### config.mk
export PLATFORM = sky130hd
export DESIGN_NAME = alu_seq_flat
export DESIGN_NICKNAME = d
export VERILOG_FILES = /design/src/rtl/alu_seq_pkg.sv /design/src/rtl/alu_seq_if.sv /design/src/rtl/alu_seq_flag_merge.sv /design/src/rtl/alu_seq.sv /design/src/flat_wrapper.sv
export SDC_FILE = /design/constraint.sdc
export NUM_CORES = 1
export LEC_CHECK = 0
export CORE_MARGIN = 2
export CORE_UTILIZATION = 37
export CTS_BUF_LIST = sky130_fd_sc_hd__clkbuf_4 sky130_fd_sc_hd__clkbuf_8
export DETAILED_ROUTE_END_ITERATION = 16
export GPL_ROUTABILITY_DRIVEN = 0
export PLACE_DENSITY = 0.76
export SLEW_MARGIN = 30
export SYNTH_ARGS = -nofsm -noshare
export SYNTH_HDL_FRONTEND = slang
export SYNTH_HIERARCHICAL = 1
export SYNTH_SLANG_ARGS = --single-unit
### constraint.sdc
create_clock -name clk -period 1.2 [get_ports clk]
set_input_delay 0.12 -clock clk [delete_from_list [all_inputs] [get_ports clk]]
set_output_delay 0.12 -clock clk [all_outputs]
set_load 0.02 [all_outputs]
### src/rtl/alu_seq_pkg.sv
// Shared ALU definitions: opcodes, status bit positions and per-op flag masks.
// Used by the sequencer, the flag merge and the ALU itself.
package alu_seq_pkg;

  typedef enum logic [3:0] {
    OP_ADD  = 4'd0,
    OP_ADC  = 4'd1,
    OP_SBC  = 4'd2,
    OP_AND  = 4'd3,
    OP_EOR  = 4'd4,
    OP_ORA  = 4'd5,
    OP_BIT  = 4'd6,
    OP_ASL  = 4'd7,
    OP_LSR  = 4'd8,
    OP_ROL  = 4'd9,
    OP_ROR  = 4'd10,
    OP_PASS = 4'd11
  } alu_op_e;

  typedef enum logic [1:0] {
    IDLE,
    ISSUE,
    CAPTURE,
    MEMWR
  } seq_state_e;

  typedef enum int unsigned {
    FLAG_N = 0,
    FLAG_V = 1,
    FLAG_B = 3,
    FLAG_D = 4,
    FLAG_I = 5,
    FLAG_Z = 6,
    FLAG_C = 7
  } flag_idx_e;

  localparam logic [7:0] BIT_C = 8'(8'd1 << FLAG_C);
  localparam logic [7:0] BIT_Z = 8'(8'd1 << FLAG_Z);
  localparam logic [7:0] BIT_I = 8'(8'd1 << FLAG_I);
  localparam logic [7:0] BIT_V = 8'(8'd1 << FLAG_V);
  localparam logic [7:0] BIT_N = 8'(8'd1 << FLAG_N);

  localparam logic [7:0] P_RESET    = BIT_I;
  localparam logic [7:0] MASK_ARITH = BIT_C | BIT_Z | BIT_V | BIT_N;
  localparam logic [7:0] MASK_LOGIC = BIT_Z | BIT_N;
  localparam logic [7:0] MASK_SHIFT = BIT_C | BIT_Z | BIT_N;
  localparam logic [7:0] MASK_BIT   = BIT_Z | BIT_V | BIT_N;

  // Unassigned opcodes 12..15 behave exactly like PASS.
  function automatic alu_op_e norm_op(input logic [3:0] op);
    return (op > 4'd11) ? OP_PASS : alu_op_e'(op);
  endfunction

  function automatic logic [7:0] flag_mask_for(input alu_op_e op);
    case (op)
      OP_ADD, OP_ADC, OP_SBC:         return MASK_ARITH;
      OP_ASL, OP_LSR, OP_ROL, OP_ROR: return MASK_SHIFT;
      OP_BIT:                         return MASK_BIT;
      default:                        return MASK_LOGIC;
    endcase
  endfunction

endpackage

### src/rtl/alu_seq_if.sv
// Request, flag-write, ALU and memory-write signals of the ALU sequencer.
// The sequencer connects through the slave modport.
interface alu_seq_if;

  logic       req_valid;
  logic       req_ready;
  logic [3:0] req_op;
  logic [7:0] req_operand;
  logic       req_dst_mem;
  logic       flag_we;
  logic [7:0] flag_mask;
  logic [7:0] flag_val;
  logic [3:0] alu_op;
  logic [7:0] alu_operand;
  logic [7:0] alu_status;
  logic [7:0] alu_result;
  logic [7:0] alu_status_out;
  logic       mem_wr_valid;
  logic       mem_wr_ready;
  logic [7:0] mem_wr_data;
  logic [7:0] acc;
  logic [7:0] status;
  logic       done;

  modport slave (
    input  req_valid, req_op, req_operand, req_dst_mem,
    input  flag_we, flag_mask, flag_val,
    input  alu_result, alu_status_out, mem_wr_ready,
    output req_ready, alu_op, alu_operand, alu_status,
    output mem_wr_valid, mem_wr_data, acc, status, done
  );

  modport master (
    output req_valid, req_op, req_operand, req_dst_mem,
    output flag_we, flag_mask, flag_val,
    output alu_result, alu_status_out, mem_wr_ready,
    input  req_ready, alu_op, alu_operand, alu_status,
    input  mem_wr_valid, mem_wr_data, acc, status, done
  );

endinterface

### src/rtl/alu_seq_flag_merge.sv
// Combinational status merge: folds the ALU flags into P under the op's mask.
// BIT takes V and N straight from operand bits 6 and 7 instead of the ALU.
module alu_flag_merge
  import alu_seq_pkg::*;
(
  input  alu_op_e    i_op,
  input  logic [7:0] i_p,
  input  logic [7:0] i_alu_flags,
  input  logic [1:0] i_operand_hi,
  output logic [7:0] o_p
);

  logic [7:0] w_mask;
  logic [7:0] w_val;

  always_comb begin
    w_mask = flag_mask_for(i_op);
    w_val  = i_alu_flags;
    if (i_op == OP_BIT) begin
      w_val[FLAG_V] = i_operand_hi[0];
      w_val[FLAG_N] = i_operand_hi[1];
    end
    o_p = (i_p & ~w_mask) | (w_val & w_mask);
  end

endmodule

### src/rtl/alu_seq.sv
// Sequencer around an external ALU: accepts one op, issues it, captures the
// result into A or memory and merges the status flags into P.
module alu_seq
  import alu_seq_pkg::*;
(
  input logic     clk,
  input logic     rst,
  alu_seq_if.slave bus
);

  seq_state_e r_state;
  alu_op_e    r_alu_op;
  logic [7:0] r_operand;
  logic       r_dst_mem;
  logic [7:0] r_acc;
  logic [7:0] r_p;
  logic       r_done;
  logic       r_mem_valid;
  logic [7:0] r_mem_data;

  logic [7:0] w_p_flag_wr;
  logic [7:0] w_p_merged;

  assign w_p_flag_wr = (r_p & ~bus.flag_mask) | (bus.flag_val & bus.flag_mask);

  alu_flag_merge u_flag_merge (
    .i_op         (r_alu_op),
    .i_p          (r_p),
    .i_alu_flags  (bus.alu_status_out),
    .i_operand_hi (r_operand[7:6]),
    .o_p          (w_p_merged)
  );

  // P is written before the op issues, so a same-cycle SEC is seen by ADC.
  always_ff @(posedge clk) begin
    if (rst) begin
      r_state     <= IDLE;
      r_alu_op    <= OP_PASS;
      r_operand   <= 8'h00;
      r_dst_mem   <= 1'b0;
      r_acc       <= 8'h00;
      r_p         <= P_RESET;
      r_done      <= 1'b0;
      r_mem_valid <= 1'b0;
      r_mem_data  <= 8'h00;
    end else begin
      r_done <= 1'b0;
      case (r_state)
        IDLE: begin
          if (bus.flag_we) begin
            r_p <= w_p_flag_wr;
          end
          if (bus.req_valid) begin
            r_alu_op  <= norm_op(bus.req_op);
            r_operand <= bus.req_operand;
            r_dst_mem <= bus.req_dst_mem;
            r_state   <= ISSUE;
          end
        end
        ISSUE: begin
          r_state <= CAPTURE;
        end
        CAPTURE: begin
          r_p      <= w_p_merged;
          r_alu_op <= OP_PASS;
          if (r_dst_mem) begin
            r_mem_data  <= bus.alu_result;
            r_mem_valid <= 1'b1;
            r_state     <= MEMWR;
          end else begin
            if (r_alu_op != OP_BIT) begin
              r_acc <= bus.alu_result;
            end
            r_done  <= 1'b1;
            r_state <= IDLE;
          end
        end
        MEMWR: begin
          if (bus.mem_wr_ready) begin
            r_mem_valid <= 1'b0;
            r_done      <= 1'b1;
            r_state     <= IDLE;
          end
        end
      endcase
    end
  end

  assign bus.req_ready    = (r_state == IDLE);
  assign bus.alu_op       = r_alu_op;
  assign bus.alu_operand  = r_operand;
  assign bus.alu_status   = r_p;
  assign bus.status       = r_p;
  assign bus.acc          = r_acc;
  assign bus.done         = r_done;
  assign bus.mem_wr_valid = r_mem_valid;
  assign bus.mem_wr_data  = r_mem_data;

endmodule

### src/flat_wrapper.sv
// flat-port wrapper written by rule: the top's interface ports become plain ports
module alu_seq_flat import alu_seq_pkg::*;
  (clk, rst, bus_req_valid, bus_req_op, bus_req_operand, bus_req_dst_mem, bus_flag_we, bus_flag_mask, bus_flag_val, bus_alu_result, bus_alu_status_out, bus_mem_wr_ready, bus_req_ready, bus_alu_op, bus_alu_operand, bus_alu_status, bus_mem_wr_valid, bus_mem_wr_data, bus_acc, bus_status, bus_done);
  alu_seq_if bus_i ();
  input logic clk;
  input logic rst;
  input wire logic [$bits(bus_i.req_valid)-1:0] bus_req_valid;
  input wire logic [$bits(bus_i.req_op)-1:0] bus_req_op;
  input wire logic [$bits(bus_i.req_operand)-1:0] bus_req_operand;
  input wire logic [$bits(bus_i.req_dst_mem)-1:0] bus_req_dst_mem;
  input wire logic [$bits(bus_i.flag_we)-1:0] bus_flag_we;
  input wire logic [$bits(bus_i.flag_mask)-1:0] bus_flag_mask;
  input wire logic [$bits(bus_i.flag_val)-1:0] bus_flag_val;
  input wire logic [$bits(bus_i.alu_result)-1:0] bus_alu_result;
  input wire logic [$bits(bus_i.alu_status_out)-1:0] bus_alu_status_out;
  input wire logic [$bits(bus_i.mem_wr_ready)-1:0] bus_mem_wr_ready;
  output wire logic [$bits(bus_i.req_ready)-1:0] bus_req_ready;
  output wire logic [$bits(bus_i.alu_op)-1:0] bus_alu_op;
  output wire logic [$bits(bus_i.alu_operand)-1:0] bus_alu_operand;
  output wire logic [$bits(bus_i.alu_status)-1:0] bus_alu_status;
  output wire logic [$bits(bus_i.mem_wr_valid)-1:0] bus_mem_wr_valid;
  output wire logic [$bits(bus_i.mem_wr_data)-1:0] bus_mem_wr_data;
  output wire logic [$bits(bus_i.acc)-1:0] bus_acc;
  output wire logic [$bits(bus_i.status)-1:0] bus_status;
  output wire logic [$bits(bus_i.done)-1:0] bus_done;
  assign bus_i.req_valid = bus_req_valid;
  assign bus_i.req_op = bus_req_op;
  assign bus_i.req_operand = bus_req_operand;
  assign bus_i.req_dst_mem = bus_req_dst_mem;
  assign bus_i.flag_we = bus_flag_we;
  assign bus_i.flag_mask = bus_flag_mask;
  assign bus_i.flag_val = bus_flag_val;
  assign bus_i.alu_result = bus_alu_result;
  assign bus_i.alu_status_out = bus_alu_status_out;
  assign bus_i.mem_wr_ready = bus_mem_wr_ready;
  assign bus_req_ready = bus_i.req_ready;
  assign bus_alu_op = bus_i.alu_op;
  assign bus_alu_operand = bus_i.alu_operand;
  assign bus_alu_status = bus_i.alu_status;
  assign bus_mem_wr_valid = bus_i.mem_wr_valid;
  assign bus_mem_wr_data = bus_i.mem_wr_data;
  assign bus_acc = bus_i.acc;
  assign bus_status = bus_i.status;
  assign bus_done = bus_i.done;
  alu_seq u_core (.clk(clk), .rst(rst), .bus(bus_i));
endmodule
Word-level counts from Yosys, hierarchy flattened --
Memories as Yosys holds them, arrays and structs flattened. A register that Yosys moved wholly into a read port is not among the register bits. Cells that the tools add are included.
Storage, ports and cells: register bits 41, ROM bits 32, bits of input ports 50, output and inout bits 47, word-level logic and storage cells 57, memories 1
Memories:
- (no name shown) | words 16, width 2, read ports 1, clocked after Yosys merged registers in 1, wr ports 0, line alu_seq_pkg.sv:55 | case (op)
Cells by class: $lt $le $gt $ge 1, equal/unequal tests 9, mux-type cells 18, bitwise logic cells 9, reductions and logical operators 10
Operators by type and width (number):
- $and A8 B8 Y8 | 4
- $mux W4 | 4
- $not A8 Y8 | 2
- $or A8 B8 Y8 | 2
- $pmux W8 S2 | 1
- $reduce_and A2 Y1 | 5
- $mux W2 | 4
- $mux W8 | 1
- $pmux W2 S4 | 1
- $pmux W4 S2 | 1
- $ne A2 B2 Y1 const B | 3
- $reduce_and A3 Y1 | 2
- $eq A2 B2 Y1 const B | 2
- $eq A4 B3 Y1 const B | 1
- $gt A4 B4 Y1 const B | 1
- $mux W1 | 4
- $ne A4 B3 Y1 const B | 1
- $pmux W1 S2 | 2
- $reduce_bool A2 Y1 | 2
- $eq A2 B1 Y1 const B | 1
- $logic_not A2 Y1 | 1
- $ne A2 B1 Y1 const B | 1
- $not A1 Y1 | 1

Longest topological paths before layout --
Gate-level depths: netlist of the first run.
depth in word-level cells 6, depth in mapped cells 5

Cells and area by module --
The synthesis of the first run kept the hierarchy.
Modules (own cells, without submodules):
- alu_seq | instances 1, cells an instance 195, area an instance 1825.5 um^2, sequential area each 820.8 um^2
- alu_flag_merge | instances 1, cells an instance 15, area an instance 126.4 um^2, sequential area each 0.0 um^2

Worst setup path after synthesis of the first run --
Ideal clock, no wire load.
path type register to register, start point register u_core.r_alu_op[3], in the netlist u_core/bus.alu_op[3], end point register with a tool-made name, setup time 0.133 ns, data arrival time 1.362 ns, required time 1.067 ns, setup slack -0.295 ns, cell stages (with the launch flop) 6, buffers on the path 0, path through dfxtp_1 -> and2b_2 -> a31oi_1 -> mux2_2 -> nor2_1 -> a211oi_1
RTL lines:
- from (decl) | line alu_seq.sv:12 | alu_op_e r_alu_op;
- from (signal assigned) | line alu_seq.sv:54 | r_alu_op <= norm_op(bus.req_op);

==> results of run 1 <==
[synthesized netlist by cell type]
master     count
and2b_2        1
a21oi_1       12
nor3_1         2
nor2_1        21
and4bb_2       2
o21ai_0        1
dfxtp_1       41
mux2i_1       28
nor3b_1        2
a31oi_1        2
buf_4         15
nand3b_2       1
o22a_1         1
clkbuf_1       9
a2bb2oi_1      1
nand4b_1       1
a2111oi_0      2
nand2b_1      17
nor2b_1        4
nor3_4         1
nand2_1       13
nand3_1        8
nand3b_1       8
o31ai_1        1
o21bai_1       3
mux2_2         3
buf_6          1
a211oi_1       7
buf_2          2
[final cells by class]
type / instances / area [sq um] / share of cell area, %
Multi-Input combinational cell: 142 / 1030 / 32.5
Clock inverter: 3 / 16.3 / 0.515
Sequential cell: 41 / 841 / 26.6
Timing Repair Buffer: 120 / 1120 / 35.4
Clock buffer: 5 / 68.8 / 2.18
Tap cell: 70 / 87.6 / 2.77
[power groups by stage]
stage / Sequential [W] / Combinational, W / Clock, W
floorplan: 0.00159 / 0.000340 / 0
global placement: 0.00152 / 0.000793 / 0
detailed placement: 0.00152 / 0.000804 / 0
CTS: 0.00149 / 0.000764 / 0.000921
global route: 0.00150 / 0.000839 / 0.000983
finish: 0.00149 / 0.000785 / 0.000880
[how the worst max path moves through the flow]
stage,endpoint,slack [ps],from,cells after the start
5_1_grt,flip-flop,-180,u_core/bus.alu_op[0]$_SDFFE_PP1P_,5
4_1_cts,flip-flop,-120,u_core/bus.alu_op[3]$_SDFFE_PP1P_,5
6_report,flip-flop,-130,u_core/bus.alu_op[3]$_SDFFE_PP1P_,5
3_3_place_gp,u_core/bus.alu_op[3]$_SDFFE_PP1P_,-160,bus_req_valid,5
3_5_place_dp,u_core/bus.alu_operand[7]$_SDFFE_PP0P_,-200,bus_req_valid,5
2_1_floorplan,flip-flop,-110,u_core/bus.alu_op[3]$_SDFFE_PP1P_,5
[per-stage QoR]
stage / instances / hold slack (ps)
finish: 381 / 434
global route: 381 / 434
CTS: 377 / 424
detailed placement: 367 / 448
global placement: 367 / 443
floorplan: 210 / 247
[routing by layer]
metal | up-vias | track usage, % | share of wire (%)
li1 | 921 | - | -
met4 | 0 | 5.09 | 1.3
met3 | 6 | 4.62 | 4.7
met1 | 810 | 20.9 | 45
met5 | - | 0 | 0
met2 | 56 | 30.5 | 49
[kinds of logic (layout without fill, tap and decap cells)]
group / count (synthesis) / after routing / synth area share, %
flip-flops: 41 / 41 / 42.1
AND/OR/NAND/NOR: 81 / 81 / 23.3
AO/OA/AOI/OAI: 30 / 30 / 10.0
buffers and inverters: 27 / 128 / 8.59
multiplexers: 31 / 31 / 16.1
[worst reg2reg max path: stages, from the launching register on]
cell	delay (ps)
dfxtp_4	350
and4bb_2	330
buf_4	120
mux2_4	300
nor2_4	80
a211oi_1	50
[repair_timing]
action	4_1_cts	5_1_grt
endpoints found under the hold margin	0	0
cloned	0	1
buffers inserted	2	3
gates resized for setup	63	18
setup endpoints to repair	65	30
pin swaps	5	6
==> flow_summary.ini, run 1 <==
[pwr]
p_comb_share_pct = 24.9
p_clk_share_pct = 27.9
swShare_pct = 28.2
p_seq_share_pct = 47.2
ir_drop_mv = 0.721
switchingPower_w = 0.000889
powerDensity_nw_per_um2 = 998
leakage_nw = 1.43
power_w = 0.00315
p_int_w = 0.00226

[setup_path]
cpLargestDelayFamily = simple AND/OR/NAND/NOR gates
reg2reg_from = u_core/bus.alu_op[3]$_SDFFE_PP1P_
path_max_fanout = 4
criticalPathCategory = reg -> reg
crit_chain = and4bb_2 -> buf_4 -> mux2_4 -> nor2_4 -> a211oi_1
r2r_setup_slack_ps = -130
cp.required_ps = 1380
worstSetupEndpointType = flip-flop
path_buf_inv = 1
cpPeakStageDelay_ps = 350
critPathLaunchType = flip-flop
cp.arrival_ps = 1510
reg2regPathDepth = 5
cp_slowest_cell = dfxtp_4

[global_route]
grt_usage_pct = 17.4
grt_max_degree = 28
gr-total-overflow = 0
antenna_found_initial = 0
grt_pass1_vias = 1757
grt_first_pass_wirelength_microns = 8330

[cts]
cts_buffers = 5
postCtsHoldBufs = 0
clkTransAtPathRegs_ps = 80
insertion_delay_ps = 290
clockBufferDepth = 2
cts_num_sinks = 41
htree_num_levels = 2
cts_tree = done
root_buffer = clkbuf_8

[run]
cap_violations = 0

[detailed_routing]
ant_nets = 0
drc_errors = 0
num_vias = 1793
drt_wl_total_microns = 5110
dr.pass1.iters = 4
drt-vias-per-instance = 4.71
wire_per_inst_microns = 13.4
drtIter0Drc = 39

[yosys]
yosysTopAreaCell = dfxtp_1
ys_seq_elements = 41
synthDistinctLibCells = 29
synthTopCellsByArea = dfxtp_1 42%, mux2i_1 14%, buf_4 5.8%
syn-mean-instance-area_sq_um = 9.29
ys_seq_area_share_pct = 42.1
yosys_warnings = 6
synth_nets = 260
syn-instance-count = 210
yosys.area.top_type_share_pct = 42.1
synthesis.area_sq_um = 1950

[sta]
finalSetupTns_ps = -568
slew_headroom_pct = 79.0
worstMarginPinSlew_ps = 314
fmax_mhz = 751
fin_worst_skew_ps = 5.71
setup_viol = 11
fin_crit_sh_pct = 111
hold_viol_final = 0
fin_crit_ps = 1330
rsz0062_at_grt = yes
final_max_slew_viol_count = 0
setup_slack_ps = -132

[outcome]
violations = negative setup slack
status = finished with violations

[cells_and_area]
layout_common_cells = 45 x clkdlybuf4s50_1, 41 x dlygate4sd2_1, 35 x dfxtp_1
fillers = 471
area_growth_pct = 61.7
antennaDiodeCount = 0
final_common_cell = clkdlybuf4s50_1
fin_util_pct = 61.8
design_area_sq_um = 3160
fin_nets = 360
drive_gt1_share_pct = 19.9

[floorplan]
rows = 26
io_pins = 97
die_x_microns = 76.6
start_util_pct = 38.2
die_height_microns = 76.6
core-area_sq_um = 5110
dieArea_sq_um = 5870

[min_path]
hp-start = bus_alu_status_out[6]
whs_path_depth = 3
hold_class = in -> reg

[place]
io_buffers = 92
dpl-instance-area_sq_um = 3020
pre_cts_slack_ps = -201
dp_hpwl_microns = 3790
No activity file was read; power rests on OpenSTA's default activity.
==> run 2: changes to the inputs <==
- SKIP_LAST_GASP: default -> 1
==> run 2 against run 1 <==
The flow still finishes with violations (negative setup slack). Register-to-register slack about the same. Critical path depth is the same. Global-route usage decreased by 0.050 points. Critical path type unchanged. Non-clock buffer count down 1. Power shrank 0.12%. Setup slack lost 0.64 ps. Combinational power decreased by 1%. Largest cell class unchanged. Sequential share of layout area rose by 0.30 points. Worst hold slack worse by 2.7 ps. Flip-flop and latch count is the same.
==> flow_summary.ini, run 2 (synthesis results as in run 1) <==
[global_route]
grt_max_degree = 28
gr-total-overflow = 0
antenna_found_initial = 0
grt_pass1_vias = 1751
grt_first_pass_wirelength_microns = 8310
grt_usage_pct = 17.4

[sta]
slew_headroom_pct = 78.5
setup_slack_ps = -133
rsz0062_at_grt = yes
worstMarginPinSlew_ps = 321
hold_viol_final = 0
fin_crit_ps = 1330
fin_worst_skew_ps = 5.83
fin_crit_sh_pct = 111
setup_viol = 11
final_max_slew_viol_count = 0
fmax_mhz = 750

[place]
dpl-instance-area_sq_um = 3020
pre_cts_slack_ps = -201
io_buffers = 92
dp_hpwl_microns = 3790

[setup_path]
path_max_fanout = 4
critPathLaunchType = flip-flop
criticalPathCategory = reg -> reg
cp.required_ps = 1380
worstSetupEndpointType = flip-flop
cp.arrival_ps = 1510

[pwr]
swShare_pct = 28.3
leakage_nw = 1.39
p_clk_share_pct = 28.2
powerDensity_nw_per_um2 = 1010
p_int_w = 0.00226
ir_drop_mv = 0.729
power_w = 0.00315
p_comb_share_pct = 24.6
p_seq_share_pct = 47.2
switchingPower_w = 0.000892

[cells_and_area]
drive_gt1_share_pct = 19.4
design_area_sq_um = 3120
fin_nets = 359
layout_common_cells = 45 x clkdlybuf4s50_1, 41 x dlygate4sd2_1, 35 x dfxtp_1
antennaDiodeCount = 0
final_common_cell = clkdlybuf4s50_1
area_growth_pct = 59.9

[run]
cap_violations = 0

[floorplan]
dieArea_sq_um = 5870
io_pins = 97
die_x_microns = 76.6
rows = 26
start_util_pct = 38.2
core-area_sq_um = 5110
die_height_microns = 76.6

[detailed_routing]
dr.pass1.iters = 4
drt_wl_total_microns = 5040
drt-vias-per-instance = 4.69
wire_per_inst_microns = 13.3
drc_errors = 0
num_vias = 1784
ant_nets = 0
drtIter0Drc = 40

[cts]
cts_tree = done
clkTransAtPathRegs_ps = 80
htree_num_levels = 2
root_buffer = clkbuf_8
clockBufferDepth = 2
cts_buffers = 5
cts_num_sinks = 41
insertion_delay_ps = 290

[outcome]
violations = negative setup slack
status = finished with violations

[min_path]
hold_class = in -> reg
## run 2: metrics by stage
step | std cells | setup TNS [ps] | util [%] | hold WS, ps
finish | 380 | -564 | 61.1 | 431
CTS | 377 | -1150 | 60.5 | 424
detailed placement | 367 | -3480 | 59.1 | 448
floorplan | 210 | -697 | - | 247
global placement | 367 | -2910 | 59.1 | 443
global route | 380 | -1420 | 61.1 | 434
## run 2: worst paths after layout
path / start / slack, ps / cells after the start / endpoint
worst max-delay path: u_core/bus.alu_op[0]$_SDFFE_PP1P_ / -130 / 5 / flip-flop
worst min-delay path: bus_alu_status_out[6] / 430 / 3 / flip-flop
worst min register to register: u_core/bus.mem_wr_data[4]$_SDFFE_PP0P_ / 460 / 2 / u_core/bus.mem_wr_data[4]$_SDFFE_PP0P_
worst max register to register: u_core/bus.alu_op[0]$_SDFFE_PP1P_ / -130 / 5 / flip-flop
## run 2: area by class of cell
cell class                 instances  area (sq um)
timing repair buffer             119          1100
sequential                        41           841
multi-input combinational        142          1010
fill                             474          1990
clock inverter                     3          16.3
tap                               70          87.6
clock buffer                       5          68.8
## run 2: what timing repair did
action | 4_1_cts | 5_1_grt
cloned | 0 | 1
resized for setup | 59 | 19
pin swaps | 5 | 6
buffers inserted | 2 | 2
setup endpoints to repair | 65 | 42
hold buffers | 0 | 0
## run 2: power by group through the flow
stage | Combinational [W] | Clock [W] | Sequential, W
floorplan | 0.000340 | 0 | 0.00159
global placement | 0.000793 | 0 | 0.00152
detailed placement | 0.000804 | 0 | 0.00152
CTS | 0.000762 | 0.000921 | 0.00149
global route | 0.000828 | 0.000983 | 0.00150
finish | 0.000774 | 0.000889 | 0.00149
## run 2: metal layers
layer | wire [microns] | share of wire [%] | vias to the layer above | track usage [%]
met5 | 0 | 0 | - | 0
met4 | 86 | 1.7 | 0 | 5.09
met3 | 241 | 4.8 | 9 | 4.62
met2 | 2470 | 49 | 53 | 30.4
met1 | 2240 | 44 | 801 | 20.8
li1 | - | - | 921 | -
## run 2: critical path, cell delays in order (launching register included)
cell	delay, ps
dfxtp_4	360
and4bb_2	320
buf_4	120
mux2_4	300
nor2_4	80
a211oi_1	50
==> run 3: changes to the inputs <==
- ABC_AREA: default -> 0
==> results of run 3 <==
Final layout, timing and power as in run 2 (identical DEF).
